**config.mk**
```make
export PLATFORM = sky130hd
export DESIGN_NAME = mux_arbiter
export DESIGN_NICKNAME = d
export VERILOG_FILES = /design/src/rtl/mux_arbiter.sv
export SDC_FILE = /design/constraint.sdc
export NUM_CORES = 1
export LEC_CHECK = 0
export ABC_AREA = 1
export CAP_MARGIN = 0
export CORE_MARGIN = 4
export CORE_UTILIZATION = 48
export DETAILED_ROUTE_END_ITERATION = 12
export DONT_BUFFER_PORTS = 1
export SYNTH_ARGS = -nofsm -noshare
export SYNTH_HDL_FRONTEND = slang
export SYNTH_SLANG_ARGS = --single-unit
```
**constraint.sdc**
```tcl
create_clock -name clk -period 4.1 [get_ports clk]
set_input_delay 1.23 -clock clk [delete_from_list [all_inputs] [get_ports clk]]
set_output_delay 1.23 -clock clk [all_outputs]
set_load 0.01 [all_outputs]
```
**src/rtl/mux_arbiter.sv**
```systemverilog
// Two-requester burst arbiter driving a shared data path.
// The grant alternates between requesters via a priority pointer, and a burst
// ends on last, on reaching MAX_BURST transfers, or when the owner drops its request.
module mux_arbiter #(
  parameter int unsigned WIDTH     = 16,
  parameter int unsigned MAX_BURST = 4
) (
  input  logic             clk,
  input  logic             reset,
  input  logic             req_a,
  input  logic [WIDTH-1:0] data_a,
  input  logic             last_a,
  input  logic             req_b,
  input  logic [WIDTH-1:0] data_b,
  input  logic             last_b,
  output logic             gnt_a,
  output logic             gnt_b,
  output logic             sel,
  output logic             out_valid,
  output logic [WIDTH-1:0] out_data,
  input  logic             out_ready
);

  typedef enum logic [1:0] {
    IDLE    = 2'd0,
    GRANT_A = 2'd1,
    GRANT_B = 2'd2
  } state_t;

  localparam logic [7:0] LP_MAX_BURST = 8'(MAX_BURST);

  state_t     r_state;
  state_t     w_state_nxt;
  logic       r_prio;
  logic       w_prio_nxt;
  logic [7:0] r_cnt;
  logic [7:0] w_cnt_nxt;
  logic [7:0] w_cnt_inc;
  logic       r_sel;
  logic       w_sel;

  // Owner-side view of the current grant, shared by both GRANT states.
  logic       w_own_req;
  logic       w_own_last;
  logic       w_oth_req;
  logic       w_xfer;
  logic       w_release;

  assign w_cnt_inc = r_cnt + 8'd1;

  // Select the owner's request/last and the other requester's request.
  always_comb begin
    w_own_req  = 1'b0;
    w_own_last = 1'b0;
    w_oth_req  = 1'b0;
    unique case (r_state)
      GRANT_A: begin
        w_own_req  = req_a;
        w_own_last = last_a;
        w_oth_req  = req_b;
      end
      GRANT_B: begin
        w_own_req  = req_b;
        w_own_last = last_b;
        w_oth_req  = req_a;
      end
      default: begin
        w_own_req  = 1'b0;
        w_own_last = 1'b0;
        w_oth_req  = 1'b0;
      end
    endcase
  end

  // A transfer needs a valid beat from the owner and a ready sink; release on
  // a dropped request, a last beat, or the burst limit being reached.
  assign w_xfer    = (r_state != IDLE) && w_own_req && out_ready;
  assign w_release = (r_state != IDLE) &&
                     (!w_own_req ||
                      (w_xfer && (w_own_last || (w_cnt_inc == LP_MAX_BURST))));

  // Next-state, priority and beat-count logic.
  always_comb begin
    w_state_nxt = r_state;
    w_prio_nxt  = r_prio;
    w_cnt_nxt   = r_cnt;
    unique case (r_state)
      IDLE: begin
        w_cnt_nxt = '0;
        if (req_a && (!req_b || !r_prio)) begin
          w_state_nxt = GRANT_A;
        end else if (req_b) begin
          w_state_nxt = GRANT_B;
        end
      end
      GRANT_A: begin
        if (w_release) begin
          w_prio_nxt  = 1'b1;
          w_cnt_nxt   = '0;
          w_state_nxt = w_oth_req ? GRANT_B : IDLE;
        end else if (w_xfer) begin
          w_cnt_nxt = w_cnt_inc;
        end
      end
      GRANT_B: begin
        if (w_release) begin
          w_prio_nxt  = 1'b0;
          w_cnt_nxt   = '0;
          w_state_nxt = w_oth_req ? GRANT_A : IDLE;
        end else if (w_xfer) begin
          w_cnt_nxt = w_cnt_inc;
        end
      end
      default: begin
        w_state_nxt = IDLE;
        w_cnt_nxt   = '0;
      end
    endcase
  end

  // Outputs decode from the state register, so reset clears them at once;
  // sel keeps its previous value while idle.
  always_comb begin
    gnt_a     = 1'b0;
    gnt_b     = 1'b0;
    w_sel     = r_sel;
    out_valid = 1'b0;
    out_data  = '0;
    unique case (r_state)
      GRANT_A: begin
        gnt_a     = 1'b1;
        w_sel     = 1'b0;
        out_valid = req_a;
        out_data  = data_a;
      end
      GRANT_B: begin
        gnt_b     = 1'b1;
        w_sel     = 1'b1;
        out_valid = req_b;
        out_data  = data_b;
      end
      default: begin
        w_sel = r_sel;
      end
    endcase
  end

  assign sel = w_sel;

  // State, pointer, counter and held-select registers.
  always_ff @(posedge clk or posedge reset) begin
    if (reset) begin
      r_state <= IDLE;
      r_prio  <= 1'b0;
      r_cnt   <= '0;
      r_sel   <= 1'b0;
    end else begin
      r_state <= w_state_nxt;
      r_prio  <= w_prio_nxt;
      r_cnt   <= w_cnt_nxt;
      r_sel   <= w_sel;
    end
  end

  // Grants are mutually exclusive by construction of the state encoding.
  a_gnt_onehot: assert property (@(posedge clk) disable iff (reset) !(gnt_a && gnt_b));

endmodule
```
==> run_results.csv <==
group,metric,value,unit
synth,synth_top_cell_area_share,27.2,%
worst_hold_path,worst_hold_path.num_cells,2,
timing,final-max-slew-violation-count,0,
floorplanning,die-area,3130,sq um
power_and_ir_drop,clkPwrFrac,11.8,%
setup_path,path_class,"reg -> out",
flow_run,maxCapViolCount,0,
timing,fin_skew,0.00640,ns
power_and_ir_drop,ir_worst_vdd,0.353,mV
worst_hold_path,min_from,"r_state[1]",
clock_network,cts_sinks,12,
synth,synth_warnings,0,
synth,synthTopCellsByArea,"dfrtp_1 27%, a22o_1 13%, nand2_1 12%, ha_1 6.8%, inv_1 5.1%",
global_route,grt_pass1_vias,890,
route,wirelength,2450,um
clock_network,cts.htree.levels,1,
synth,synth-compound-area-share,25.7,%
route,drt-wirelength-per-cell,14.2,um
route,avgViaCountPerCell,5.47,
power_and_ir_drop,p_int,0.296,mW
clock_network,cts.clk_slew.worst_paths,0.06,ns
synth,seq_area_frac_synth,27.2,%
place,dp_hpwl,2010,um
layout,antenna_cells,0,
timing,setup_viol,0,
setup_path,path_cells,"inv_1 > ha_1 > nand2_1 > clkinv_2 > a22oi_4 > inv_1",
worst_hold_path,hold_path_end,"r_state[1]",
route,ant_nets,0,
setup_path,worstReg2RegEnd,"r_cnt[3]",
setup_path,reg2reg_depth,10,
synth,yosys.area.top_type,"dfrtp_1",
global_route,antenna_found_initial,0,
synth,synth_edf_count,0,
synth,synthMuxAreaShare,0,%
timing,relSlewSlack,68.9,%
floorplanning,fp.dieH,56.0,um
power_and_ir_drop,powerDensity,513,nW/um^2
synth,async_flop_share,100,%
place,port_buffers,0,
global_route,grt.overflow.total,0,
clock_network,clkLatencyLatePin,0.27,ns
power_and_ir_drop,power.leakage,0.545,nW
synth,ys_types,29,
timing,rsz0062_at_grt,"false",
setup_path,crit_top_cell,"inv_1",
synth,synth_top_family_by_area,"simple AND/OR/NAND/NOR gates",
setup_path,end_kind,"output pin",
global_route,grt_max_degree,19,
power_and_ir_drop,comb_power_share,62.8,%
route,drt_pass1_iterations,4,
layout,nets,191,
timing,fin_crit_sh,76.3,%
global_route,grt_first_pass_wirelength,4090,um
setup_path,cp_max_fo,18,
clock_network,cts_resized,0,
floorplanning,core,2190,sq um
route,drtIter0Drc,25,
timing,finalHoldViolations,0,
status,status,"finished clean",
place,dpl_worst_slack,1.25,ns
setup_path,critPathMaxStageDelay,0.39,ns
layout,drive_gt1_share,22.2,%
layout,fin_util,52.7,%
setup_path,rrSetupSlack,2.00,ns
synth,synth_xor_area_share,0.793,%
power_and_ir_drop,p_seq_share,25.4,%
timing,period_minus_slack,3.13,ns
synth,synth.most_common_cell,"nand2_1",
synth,synth_seq_cells,12,
synth,synthFlopType,"dfrtp_1",
setup_path,slowest_stage,"dfrtp_1",
synth,syn_area_per_cell,7.73,sq um
global_route,grtUsageTotal,15.7,%
timing,setup_tns,0,ns
power_and_ir_drop,p_switching,0.296,mW
setup_path,startpoint_type,"flip-flop",
floorplanning,die_x,56.0,um
timing,max_slew.worst_pin.slew,0.466,ns
setup_path,rr_startpoint,"r_state[0]",
power_and_ir_drop,swShare,50.0,%
floorplanning,rows,17,
timing,setup_slack,0.972,ns
synth,syn_inst,143,
place,gp_congestion,0.776,
floorplanning,initial_core_util,50.4,%
synth,yosys.area_share.simple,32.2,%
synth,syn_nets,188,
clock_network,postCtsHoldBufs,0,
worst_hold_path,hold_class,"reg -> reg",
clock_network,cts_buffer_depth,2,
setup_path,crit_arrival,1.90,ns
layout,area_growth,4.53,%
synth,syn-cell-area,1100,sq um
synth,synth_common_cells,"34 x nand2_1, 16 x a22o_1, 15 x inv_1, 12 x dfrtp_1",
clock_network,post_cts_buffers,0,
synth,synthAdderAreaFrac,6.80,%
clock_network,cts_root_buf,"clkbuf_4",
clock_network,cts_tree,"done",
floorplanning,io_pins,59,
clock_network,cts_made_buffers,3,
timing,fmax,320,MHz
route,via_count,940,
route,drc_errors,0,
setup_path,worstPathRequired,2.87,ns
[per-stage QoR]
stage	total power, mW	std cells	cell area [sq um]	hold WS, ns
floorplan	0.475	143	1100	0.489
global placement	0.523	169	1130	0.520
detailed placement	0.528	169	1130	0.520
CTS	0.601	172	1150	0.536
global route	0.648	172	1150	0.568
finish	0.592	172	1150	0.526
[layout by cell type, fill, tap and decap left out, drive strengths merged]
cell type | synthesis | routed
xnor2 | 1 | 1
dfrtp | 12 | 12
a22oi | 2 | 2
clkinv | 3 | 3
o21bai | 1 | 1
or2 | 2 | 2
nand3 | 11 | 11
nor2 | 13 | 13
a21oi | 12 | 12
nand4 | 1 | 1
a22o | 16 | 16
clkbuf | 2 | 3
ha | 6 | 6
a21boi | 1 | 1
o211ai | 1 | 1
nand2 | 41 | 41
inv | 16 | 16
o21ai | 2 | 2
[registers in the layout, summed over array words and instances (netlist names)]
| signal | cells |
|---|---|
| r_cnt | 8 |
| r_prio | 1 |
| r_sel | 1 |
| r_state | 2 |
[cell type report]
cell class / instances / area [sq um]
multi-input combinational: 110 / 723
fill: 218 / 1040
clock buffer: 3 / 22.5
tap: 28 / 35.0
inverter: 19 / 73.8
sequential: 12 / 300
[critical path: cells and delay by family (launching register included)]
kind | cells | cell delay (ns)
flops | 1 | 0.39
simple gates | 1 | 0.13
fa+ha+maj | 1 | 0.37
compound gates | 1 | 0.32
buf+inv | 3 | 0.43
[power groups by stage]
stage | clock network (mW) | registers [mW] | logic (mW)
final | 0.0699 | 0.150 | 0.372
after global routing | 0.0807 | 0.154 | 0.413
after CTS | 0.0739 | 0.151 | 0.376
after detailed placement | 0 | 0.153 | 0.375
after global placement | 0 | 0.152 | 0.371
after floorplan | 0 | 0.149 | 0.325
[routing by layer]
| metal | share of wire (%) | track usage (%) | wire, um | vias up |
|---|---|---|---|---|
| met5 | 0 | 0 | 0 | - |
| met4 | 0 | 1.36 | 0 | 0 |
| met3 | 5.9 | 4.87 | 144 | 0 |
| met2 | 50 | 27.4 | 1220 | 28 |
| met1 | 44 | 19.7 | 1080 | 431 |
| li1 | - | - | - | 481 |
[worst max-delay path by stage]
stage / startpoint / to / slack (ns)
finish: r_state[0] / out_valid / 0.97
floorplan: req_a / out_valid / 1.27
detailed placement: req_a / out_valid / 1.25
CTS: r_state[0] / out_valid / 0.95
global route: r_state[0] / out_valid / 0.80
global placement: req_a / out_valid / 1.26
[cells by family after synthesis]
| logic type | count (synthesis) |
|---|---|
| and+or+nand+nor | 68 |
| adders and majority gates | 6 |
| DFF | 12 |
| buffers and inverters | 21 |
| xor gates and xnor gates | 1 |
| AOI/OAI and AO/OA | 35 |
Note: power is estimated with default switching activity, not from simulation.
